File: config.mk
export PLATFORM = sky130hd
export DESIGN_NAME = addr_fr_serial
export DESIGN_NICKNAME = d
export VERILOG_FILES = /design/src/rtl/addr_fr_serial.sv
export SDC_FILE = /design/constraint.sdc
export NUM_CORES = 1
export LEC_CHECK = 0
export CAP_MARGIN = 20
export CORE_AREA = 3 3 70 72
export DETAILED_ROUTE_END_ITERATION = 8
export DIE_AREA = 0 0 73 75
export HOLD_SLACK_MARGIN = 0.02
export PLACE_DENSITY_LB_ADDON = 0.1
export SLEW_MARGIN = 20
export SYNTH_ARGS = -nofsm -noshare
export SYNTH_HDL_FRONTEND = slang
export SYNTH_SLANG_ARGS = --single-unit
File: constraint.sdc
create_clock -name clk -period 2.97 [get_ports clk]
set_input_delay 0.297 -clock clk [delete_from_list [all_inputs] [get_ports clk]]
set_output_delay 0.297 -clock clk [all_outputs]
set_load 0.005 [all_outputs]
File: src/rtl/addr_fr_serial.sv
// addr_fr_serial -- fault-resilient digit-serial unsigned adder.
//   Adds a+b DIGIT bits per cycle, LSB digit first. Each digit is formed by
//   two replica adders whose {carry, digit} results are compared. On a
//   mismatch the digit is recomputed up to MAX_RETRY times. Once the retries
//   are used up, replica P is committed anyway and the fault is flagged fatal.
// Ports:
//   clk, rst_n            clock, async active-low reset
//   in_valid / in_ready   operand handshake (in_ready = idle)
//   a, b                  WIDTH-bit unsigned operands, sampled at accept
//   inj_en, inj_mask      XOR fault injection on replica Q's result
//   out_valid / out_ready result handshake
//   sum                   WIDTH+1-bit result, MSB = carry-out
//   fault_seen            any replica mismatch in this operation
//   fault_fatal           some digit exhausted its retries
//   retry_cnt             total retries in this operation, saturating

module addr_fr_serial_rep #(
   parameter int DIGIT = 2
) (
   input  logic [DIGIT-1:0] a,
   input  logic [DIGIT-1:0] b,
   input  logic             cin,
   output logic [DIGIT:0]   s
);
   assign s = {1'b0, a} + {1'b0, b} + {{DIGIT{1'b0}}, cin};
endmodule

module addr_fr_serial #(
   parameter int WIDTH     = 8,
   parameter int DIGIT     = 2,
   parameter int MAX_RETRY = 2
) (
   input  logic             clk,
   input  logic             rst_n,
   input  logic             in_valid,
   output logic             in_ready,
   input  logic [WIDTH-1:0] a,
   input  logic [WIDTH-1:0] b,
   input  logic             inj_en,
   input  logic [DIGIT:0]   inj_mask,
   output logic             out_valid,
   input  logic             out_ready,
   output logic [WIDTH:0]   sum,
   output logic             fault_seen,
   output logic             fault_fatal,
   output logic [7:0]       retry_cnt
);
   localparam int NDIG = WIDTH / DIGIT;
   localparam int IW   = (NDIG > 1) ? $clog2(NDIG) : 1;
   localparam int RW   = (MAX_RETRY > 0) ? $clog2(MAX_RETRY + 1) : 1;

   typedef enum logic [1:0] {IDLE, CALC, DONE} state_t;
   state_t state, state_nx;

   logic [WIDTH-1:0] a_q, b_q;
   logic             carry;
   logic [IW-1:0]    idx;
   logic [RW-1:0]    dig_retry;

   logic [DIGIT-1:0]      a_d, b_d;
   logic [1:0][DIGIT:0]   rep_s;
   logic [DIGIT:0]        p, q;
   int                    base;
   logic                  mism, can_retry, commit, last;

   // Current digit slice of the latched operands.
   always_comb begin
      base = int'(idx) * DIGIT;
      a_d  = a_q[base +: DIGIT];
      b_d  = b_q[base +: DIGIT];
   end

   // Two identical replicas; any disagreement between them is treated as a transient fault.
   for (genvar r = 0; r < 2; r++) begin : g_rep
      addr_fr_serial_rep #(.DIGIT(DIGIT)) u_rep (
         .a   (a_d),
         .b   (b_d),
         .cin (carry),
         .s   (rep_s[r])
      );
   end

   always_comb begin
      p         = rep_s[0];
      q         = rep_s[1] ^ (inj_en ? inj_mask : '0);
      mism      = (p != q);
      can_retry = (dig_retry < RW'(MAX_RETRY));
      // Once retries are exhausted, P is committed exactly as it would be on a match.
      commit    = !mism || !can_retry;
      last      = (idx == IW'(NDIG - 1));
   end

   // State register
   always_ff @(posedge clk or negedge rst_n) begin
      if (!rst_n) state <= IDLE;
      else        state <= state_nx;
   end

   // Next-state logic
   always_comb begin
      state_nx = state;
      case (state)
         IDLE:    if (in_valid)       state_nx = CALC;
         CALC:    if (commit && last) state_nx = DONE;
         DONE:    if (out_ready)      state_nx = IDLE;
         default:                     state_nx = IDLE;
      endcase
   end

   // Output decode (state is registered, so out_valid comes straight off a flop decode)
   always_comb begin
      in_ready  = (state == IDLE);
      out_valid = (state == DONE);
   end

   // Datapath
   always_ff @(posedge clk or negedge rst_n) begin
      if (!rst_n) begin
         a_q         <= '0;
         b_q         <= '0;
         carry       <= 1'b0;
         idx         <= '0;
         dig_retry   <= '0;
         sum         <= '0;
         fault_seen  <= 1'b0;
         fault_fatal <= 1'b0;
         retry_cnt   <= '0;
      end else begin
         case (state)
            IDLE: if (in_valid) begin
               a_q         <= a;
               b_q         <= b;
               carry       <= 1'b0;
               idx         <= '0;
               dig_retry   <= '0;
               sum         <= '0;
               fault_seen  <= 1'b0;
               fault_fatal <= 1'b0;
               retry_cnt   <= '0;
            end
            CALC: begin
               if (mism) begin
                  fault_seen <= 1'b1;
                  if (can_retry) begin
                     dig_retry <= dig_retry + 1'b1;
                     if (retry_cnt != 8'hFF) retry_cnt <= retry_cnt + 8'd1;
                  end else begin
                     fault_fatal <= 1'b1;
                  end
               end
               if (commit) begin
                  sum[base +: DIGIT] <= p[DIGIT-1:0];
                  carry              <= p[DIGIT];
                  dig_retry          <= '0;
                  if (last) begin
                     sum[WIDTH] <= p[DIGIT];
                     idx        <= '0;
                  end else begin
                     idx <= idx + 1'b1;
                  end
               end
            end
            default: ;
         endcase
      end
   end
endmodule
---- After elaboration in Yosys (flattened, before gate mapping) ----
Index checks and enable logic that the tools add are counted.
storage, ports and cells
  flip-flop bits (word level) ............. 42
  latch bits .............................. 0
  memory bits (writable) .................. 0
  memory bits (read-only) ................. 0
  input port bits ......................... 24
  logic and storage cells ................. 81
  memories ................................ 0
operators by class
  $add $sub $neg .......................... 6
  multipliers ............................. 0
  div/mod/pow operators ................... 0
  $lt $le $gt $ge ......................... 1
  equal/unequal tests ..................... 15
  shift-type cells ........................ 4
  mux-type cells .......................... 31
  bitwise operators ....................... 1
  reductions and logical operators ........ 13
operators by type and width
  cell                    number
  $neg 3->33              1
  $shift 2x33->9 const A  1
  $shiftx 2x33->9         1
  $mux 8                  4
  $mux 2                  9
  $mux 9                  2
  $pmux 9 s2              1
  $pmux 8 s2              1
  $shiftx 8x4->2          2
  $ne 2x2->1 const B      7
  $bwmux 9                1
  $reduce_and 3->1        3
  $add 8x1->8 const B     1
  $ne 8x8->1 const B      1
  $pmux 2 s2              2
  $reduce_and 4->1        2
  $mux 1                  6
  $ne 3x3->1 const B      2
  $pmux 1 s2              3
  $pmux 2 s3              1
  $reduce_and 5->1        1
  $add 2x1->2 const B     2
  $eq 2x2->1 const B      2
  $add 2x2->3             1
  13 further kinds        14

---- Longest topological paths before layout ----
Gate-level depths: netlist of the first run.
  word-level depth ........................ 10
  gate-level depth with buffers ........... 8
  gate-level depth less buffers ........... 7

---- Cells and area by module ----
Synthesis of the first run repeated with hierarchy kept, for this count alone.
second synthesis, totals
  cell total of the unflattened synthesis .. 230
  area total of the unflattened synthesis .. 2409.8 um^2
modules (own cells, without submodules)
  module              times used  cells each  area an instance (um^2)  seq. area each (um^2)
  addr_fr_serial      1           210         2269.7                   1051.0
  addr_fr_serial_rep  2           10          70.1                     0.0

---- Least setup slack after synthesis of the first run ----
OpenSTA, ideal clock, no wires.
  path kind ............................... register -> register
  from .................................... register idx[0]
  to ...................................... register sum[7]
  data arrival time ....................... 2333 ps
  data required time ...................... 2860 ps
  slack ................................... 527 ps
  cell stages (with the launch flop) ...... 7
  path buffers ............................ 1
  period minus slack after synthesis ...... 2443 ps
  path through ............................ dfrtp_1 > buf_2 > mux4_2 > fa_1 > inv_1 > fa_1 > o41ai_1
on the way
  word-level cells in the longest chain between the ends .. 9
ends and longest elaborated chain
  element                            line    RTL
  start, declared                    57      logic [IW-1:0] idx;
  start signal, assigned             159     idx <= idx + 1'b1;
  $shiftx 8x4->2 (on tied branches)  69, 70
  $add 2x2->3                        25      assign s = {1'b0, a} + {1'b0, b} + {{DIGIT{1'b0}}, cin};
  $add 3x1->3                        25
  $xor 3x3->3                        85      q = rep_s[1] ^ (inj_en ? inj_mask : '0);
  $ne 3x3->1                         86      mism = (p != q);
  $logic_not 1->1                    89      commit = !mism || !can_retry;
  $logic_or 1x1->1                   89
  $ne 2x2->1 (no source line)        -
  $reduce_and 3->1 (no source line)  -
  end signal, assigned by index      152     sum[base +: DIGIT] <= p[DIGIT-1:0];
  end signal, assigned by index      156     sum[WIDTH] <= p[DIGIT];
  end, declared                      43      output logic [WIDTH:0] sum,
Several ways; a longest one is shown, not always the timed one. The select of a mux whose other input is x is not followed.
A chain may end at the register's enable or synchronous reset.

---- Worst setup path after layout of the first run ----
Ends and elaborated chain as after synthesis.

==> summary.txt, run 1 <==
Outcome
  • Result of the run: completed

Timing
  • Hold violation count in the final report: 0
  • Unrepaired setup endpoints after global routing: false
  • Max-Slew Margin vs Limit: a little under a third
  • Min Tclk post-route: 2.41 ns
  • Final worst-path setup slack: between 0.5 and 0.6 ns
  • Final max-slew violation count: 0
  • Final clock period utilization by the worst path: between 80% and 90%
  • Maximum clock frequency: 0.415 GHz
  • Final setup viols: 0
  • Transition at the pin with the smallest max-transition slack: about 1.0 ns
  • Final worst clock skew: 0.00549 ns
  • Post-route setup TNS: 0 ns

Layout
  • Diode insertion count for antenna repair: 0
  • Layout cell share with drive strength beyond 1: 10.1%
  • Area growth from synthesis to layout: 25.9%
  • Final nets: 298
  • Final non-filler cell area: 2770 µm²
  • Number of fill cells: 384

CTS
  • CTS tree: yes
  • Clock Path Buffers: 2
  • Count of clock tree sinks: between 40 and 50
  • Clock H-tree levels: 2
  • Clock transition at path regs: 0.08 ns
  • Post-cts gate resize count: 0
  • CTS Buf Count: 5
  • Hold-fix buffers at CTS: 0
  • Insertion delay to the later sink of the worst-skew pair: 0.29 ns
  • Root cell of the clock tree: sky130_fd_sc_hd__clkbuf_8
  • Setup fix buffers added after clock tree synthesis: 0

Detailed routing
  • Per-cell via count in the routed design: 5.50
  • Pre-Repair DR Iteration Count: 4
  • Initial DRC Count: ~120
  • Average wire length per cell after detail routing: 14.6 µm
  • Number of nets with antenna violations after routing: 0
  • Sum of routed wire length over all layers: 4680 µm
  • Total via count after detailed routing: 1,759
  • DRC violations left: 0

Critical path
  • Crit-path slowest cell: sky130_fd_sc_hd__mux4_2
  • Category of cells accounting for the largest share of critical-path delay: adder cells
  • Combined buffer and inverter count along the critical path: 1
  • Worst flop-to-flop path startpoint: idx[0]$_DFFE_PN0P_
  • Most repeated library cell on the critical path: sky130_fd_sc_hd__fa_1
  • Crit-path max cell delay: approximately 0.55 ns
  • Type of the setup path with the least slack: reg -> reg
  • Worst Setup Start Kind: flop
  • CP Cell Sequence: mux4_2 > fa_1 > inv_1 > fa_1 > o41ai_1
  • Maximum fanout count along the critical path: 4
  • Sort of element at the end of the critical path: flop
  • Worst setup startpoint: idx[0]$_DFFE_PN0P_
  • R2R setup slack: roughly 0.56 ns
  • Endpoint arrival time on the critical path: about 2.6 ns
  • Required time of the critical path: 3.16 ns

Logic synthesis
  • Post-Synthesis Cell Area: 2200 µm²
  • Dominant register cell in the synthesized netlist: sky130_fd_sc_hd__dfrtp_1
  • Yosys synthesis warning count: 0
  • Area share of the largest cell type after synthesis: 47.7%
  • Number of enable-type register cells in the synthesized netlist: 0
  • Part of the Yosys area used for sequential elements: 47.7%
  • Net count after synthesis: 253
  • Top-count cell post-synth: sky130_fd_sc_hd__nand2_1
  • Ranking of synthesized cells by area: sky130_fd_sc_hd__dfrtp_1, sky130_fd_sc_hd__nand2_1, sky130_fd_sc_hd__mux4_2, sky130_fd_sc_hd__ha_1, sky130_fd_sc_hd__o21ai_0
  • Share of flip-flops with an asynchronous set or reset after synthesis: 100%
  • Cell accounting for the most synthesized area: sky130_fd_sc_hd__dfrtp_1
  • Synthesized netlist cell count: between 200 and 250
  • Number of unique standard cell types used by synthesis: 42
  • Total of flip-flops plus latches after synthesis: 42
  • Average footprint of a synthesized cell: 9.92 µm²
  • Leading cell types by count after synthesis: sky130_fd_sc_hd__nand2_1, sky130_fd_sc_hd__dfrtp_1, sky130_fd_sc_hd__o21ai_0, sky130_fd_sc_hd__inv_1, sky130_fd_sc_hd__nor2_1

Placement
  • Worst setup slack after placement: 0.569 ns
  • Port Buf Inserts: 44
  • Instance area after placement: 2670 µm²
  • Routability congestion estimate: 0.808
  • Placed wire-length estimate after detailed placement: roughly 3300 µm

Power
  • Leak Pwr: 1.25 nW
  • IR drop worst, VDD: 0.390 mV
  • Pwr/cell area: 980 nW/µm²
  • Total Power: 2.72 mW

Die
  • Die span in x: 73 µm
  • Area of the die: 5480 µm²
  • # rows: 24
  • Total I/O pin count: 45
  • Core area: between 4000 and 5000 µm²
  • Starting density of the core: 50.6%
  • Die height: between 70 and 80 µm

GRT
  • First-pass GRT wire length: 7820 µm
  • Pin count of the biggest net entering global routing: 43
  • Total overflow reported by the global router: 0
  • All-Layer GR Usage: a little under a fifth
  • Vias in the first global route: between 1,500 and 2,000
  • Number of antenna violations at the first check in global routing: 0

Worst hold path
  • Worst min-delay path class: in -> async

Run
  • Max_cap viols: 0
==> registers in the layout, summed over array words and instances, names as in the netlist <==
name,count
sum,9
a_q,8
b_q,8
retry_cnt,8
dig_retry,2
idx,2
state,2
carry,1
fault_fatal,1
fault_seen,1
==> per-layer routing <==
metal / track usage, % / vias to the layer above / share of wire [%]
li1: - / 872 / -
met5: 0 / - / 0
met4: 4.92 / 0 / 0.94
met3: 4.01 / 6 / 3.9
met1: 25.7 / 840 / 50
met2: 28.8 / 41 / 45
==> report_power, final <==
part | leakage [nW] | total [mW] | switching (mW) | internal (mW)
clock network | 0.0524 | 0.446 | 0.194 | 0.252
registers | 0.544 | 0.954 | 0.175 | 0.779
logic | 0.656 | 1.32 | 0.726 | 0.592
total | 1.25 | 2.72 | 1.09 | 1.62
==> layout by cell type (no fill, tap or decap), types with 4 or more instances in the layout <==
cell type                          n
sky130_fd_sc_hd__clkbuf_8          5
sky130_fd_sc_hd__clkdlybuf4s50_1  43
sky130_fd_sc_hd__dfrtp_1          42
sky130_fd_sc_hd__ha_1              5
sky130_fd_sc_hd__inv_1             9
sky130_fd_sc_hd__mux2_2            5
sky130_fd_sc_hd__mux4_2            4
sky130_fd_sc_hd__nand2_1          64
sky130_fd_sc_hd__nand2b_1          4
sky130_fd_sc_hd__nand3_1           5
sky130_fd_sc_hd__nor2_1            9
sky130_fd_sc_hd__nor3_1            5
sky130_fd_sc_hd__o21ai_0          12
==> metrics by stage <==
step	std cells	hold slack, ns	util (%)
6_report	320	0.138	63.7
5_1_grt	320	0.206	63.7
4_1_cts	320	0.177	63.7
3_5_place_dp	312	0.464	61.2
3_3_place_gp	312	0.456	61.2
2_1_floorplan	222	0.00141	-
==> final cells by class <==
| type | count | area [µm²] | area share (%) |
|---|---|---|---|
| clock inverters | 1 | 30.0 | 1.08 |
| clock buffers | 7 | 76.3 | 2.75 |
| repair buffers | 47 | 458 | 16.5 |
| flip-flops and latches | 42 | 1050 | 37.9 |
| multi-input cells | 162 | 1060 | 38.2 |
| inverters | 9 | 33.8 | 1.22 |
| well taps | 52 | 65.1 | 2.35 |
==> kinds of logic after synthesis <==
group | after synthesis | share of synthesized area [%]
AOI/OAI and AO/OA | 45 | 16.3
adders and majority gates | 7 | 4.66
buffers and inverters | 18 | 4.20
DFF | 42 | 47.7
muxes | 9 | 6.65
and+or+nand+nor | 101 | 20.5
==> worst paths after layout <==
kind,depth (start not counted),endpoint
max,5,sum[7]$_DFFE_PN0P_
min,1,retry_cnt[0]$_DFFE_PN0P_
max reg2reg,5,sum[7]$_DFFE_PN0P_
min reg2reg,2,b_q[3]$_DFFE_PN0P_
max in group asynchronous,1,state[0]$_DFFE_PN0P_
min in group clk,2,b_q[3]$_DFFE_PN0P_
(Power assumes the default switching activity.)
==> run 2: changes to the inputs <==
==> constraint.sdc (replaced) <==
create_clock -name clk -period 2.3 [get_ports clk]
set_input_delay 0.23 -clock clk [delete_from_list [all_inputs] [get_ports clk]]
set_output_delay 0.23 -clock clk [all_outputs]
set_load 0.005 [all_outputs]
==> summary.txt, run 2 (synthesis results as in run 1) <==
Outcome
  • Result of the run: completed

Critical path
  • Crit-path max cell delay: 0.54 ns (about the same)
  • Crit-path slowest cell: sky130_fd_sc_hd__mux4_2
  • Most repeated library cell on the critical path: sky130_fd_sc_hd__fa_2
  • CP Cell Sequence: mux4_2 > fa_2 > inv_2 > fa_2 > o41ai_2
  • Required time of the critical path: 2.50 ns (-0.66 ns)
  • WP depth: 5 (unchanged)
  • Maximum fanout count along the critical path: 4 (unchanged)
  • Worst Setup Start Kind: flop
  • Combined buffer and inverter count along the critical path: 1 (unchanged)
  • Sort of element at the end of the critical path: flop
  • Type of the setup path with the least slack: reg -> reg
  • Category of cells accounting for the largest share of critical-path delay: adder cells
  • Endpoint arrival time on the critical path: 2.45 ns (-0.15 ns)
  • FF-to-FF path depth: 5 (unchanged)

GRT
  • Met2 routing resource usage after global routing: 28.7% (-0.099 points)
  • Number of antenna violations at the first check in global routing: 0 (unchanged)
  • Busiest grt layer: met2
  • Pin count of the biggest net entering global routing: 43 (unchanged)
  • Vias in the first global route: 1,716 (+1.4%)
  • GR Layer Usage met3: 4.94% (+0.93 points)
  • All-Layer GR Usage: 18.1% (-0.20 points)
  • Met1 track utilization from global routing: 24.7% (-1.1 points)
  • First-pass GRT wire length: 7660 µm (-2.0%)
  • Total overflow reported by the global router: 0 (unchanged)

CTS
  • Root cell of the clock tree: sky130_fd_sc_hd__clkbuf_8
  • Hold-fix buffers at CTS: 0 (unchanged)
  • Clock H-tree levels: 2 (unchanged)
  • Clock transition at path regs: 0.08 ns (about the same)
  • CTS tree: yes
  • CTS Buf Count: 5 (unchanged)
  • Clock Path Buffers: 2 (unchanged)
  • Count of clock tree sinks: 42 (unchanged)
  • Insertion delay to the later sink of the worst-skew pair: 0.30 ns (about the same)

Worst hold path
  • Worst min-delay path class: in -> async

Die
  • Starting density of the core: 50.6% (unchanged)
  • Die height: 75 µm (unchanged)
  • Core area: 4350 µm² (unchanged)
  • # rows: 24 (unchanged)
  • Die span in x: 73 µm (unchanged)
  • Total I/O pin count: 45 (unchanged)
  • Area of the die: 5480 µm² (unchanged)

Layout
  • Diode insertion count for antenna repair: 0 (unchanged)
  • Number of flip-flops in the largest register: 9 (unchanged)
  • Commonest cells after routing, fill and taps aside: sky130_fd_sc_hd__nand2_1, sky130_fd_sc_hd__clkdlybuf4s50_1, sky130_fd_sc_hd__dfrtp_1
  • Final non-filler cell area: 2810 µm² (+1.5%)
  • Area growth from synthesis to layout: 27.8%
  • Commonest non-fill, non-tap cell in the layout: sky130_fd_sc_hd__nand2_1
  • Final nets: 302 (+1.3%)
  • Largest register by flop count: sum
  • Layout cell share with drive strength beyond 1: 14.7% (+4.6 points)

Power
  • Total Power: 3.52 mW (+29%)
  • Leak Pwr: 1.27 nW (+1.6%)
  • Pwr/cell area: 1250 nW/µm² (+28%)
  • IR drop worst, VDD: 0.741 mV (+90%)

Placement
  • Worst setup slack after placement: -0.00619 ns (-0.575 ns)
  • Instance area after placement: 2700 µm² (+1.2%)
  • Placed wire-length estimate after detailed placement: 3340 µm (+1.1%)
  • Routability congestion estimate: 0.781 (-3.4%)
  • Port Buf Inserts: 44 (unchanged)

Detailed routing
  • Average wire length per cell after detail routing: 14.2 µm (-2.6%)
  • DRC violations left: 0 (unchanged)
  • Initial DRC Count: 125 (+5.0%)
  • Per-cell via count in the routed design: 5.46 (-0.73%)
  • Total via count after detailed routing: 1,768 (+0.51%)
  • Pre-Repair DR Iteration Count: 4 (unchanged)
  • Sum of routed wire length over all layers: 4610 µm (-1.4%)
  • Number of nets with antenna violations after routing: 0 (unchanged)

Timing
  • Final worst clock skew: 0.00514 ns (-0.000350 ns)
  • Final clock period utilization by the worst path: 98.1% (+17 points)
  • Maximum clock frequency: 0.443 GHz (+6.8%)
  • Transition at the pin with the smallest max-transition slack: 0.924 ns (-0.111 ns)
  • Final worst-path setup slack: 0.0443 ns (-0.517 ns)
  • Post-route setup TNS: 0 ns (unchanged)
  • Min Tclk post-route: 2.26 ns (-0.153 ns)
  • Final setup viols: 0 (unchanged)
  • Unrepaired setup endpoints after global routing: true
  • Final max-slew violation count: 0 (unchanged)
  • Max-Slew Margin vs Limit: 38.4% (+7.7 points)
  • Hold violation count in the final report: 0 (unchanged)

Run
  • Max_cap viols: 0 (unchanged)
-- run 2: cell types whose count changed in the layout (fill, tap and decap cells not counted), sizes merged --
| cell | before | now |
|---|---|---|
| bufinv | 1 | 0 |
| buf | 4 | 8 |
| clkinv | 0 | 1 |
-- run 2: what timing repair did --
action,in CTS,in global routing
cloned,0,0
gates resized for setup,1,4
setup buffers,0,0
pin swaps,0,1
setup endpoints to repair,3,3
-- run 2: per-stage QoR --
step           utilization [%]  std cells  hold WS (ns)
4_1_cts                   64.1        324         0.107
6_report                  64.6        324        0.0674
3_5_place_dp              62.0        316         0.424
3_3_place_gp              62.0        316         0.424
2_1_floorplan                -        222       -0.0656
5_1_grt                   64.6        324         0.141
-- run 2: routing by layer --
layer / vias to the layer above / share of wire [%]
met5: - / 0
met4: 0 / 1.1
met1: 846 / 49
li1: 885 / -
met3: 5 / 4.3
met2: 32 / 45
-- run 2: worst paths after layout --
path | startpoint | to | slack (ns)
worst min-delay path | rst_n | retry_cnt[3]$_DFFE_PN0P_ | 0.07
worst max-delay path | idx[0]$_DFFE_PN0P_ | sum[7]$_DFFE_PN0P_ | 0.04
min in group clk | b[3] | b_q[3]$_DFFE_PN0P_ | 0.45
worst min register to register | b_q[6]$_DFFE_PN0P_ | b_q[6]$_DFFE_PN0P_ | 0.48
max in group asynchronous | rst_n | idx[0]$_DFFE_PN0P_ | 1.60
worst max register to register | idx[0]$_DFFE_PN0P_ | sum[7]$_DFFE_PN0P_ | 0.04
-- run 2: final cells by class --
cell class,instances,area [µm²]
tap,52,65.1
inverter,9,33.8
timing repair buffer,51,488
clock buffer,7,86.3
clock inverter,1,5.00
fill,386,1540
sequential,42,1050
multi-input combinational,162,1080
-- run 2: power breakdown --
group	switching, mW	internal, mW	leakage, nW
logic	0.983	0.821	0.681
clock network	0.246	0.242	0.0482
registers	0.218	1.01	0.543
total	1.45	2.07	1.27
==> run 3: changes to the inputs <==
--- a/config.mk
+++ b/config.mk
@@ -7,6 +7,7 @@
 export LEC_CHECK = 0
 export CAP_MARGIN = 20
 export CORE_AREA = 3 3 70 72
+export CTS_CLUSTER_DIAMETER = 200
 export DETAILED_ROUTE_END_ITERATION = 8
 export DIE_AREA = 0 0 73 75
 export HOLD_SLACK_MARGIN = 0.02
==> results of run 3 <==
Same layout as run 2: the final DEF is identical, and so are final timing and power.
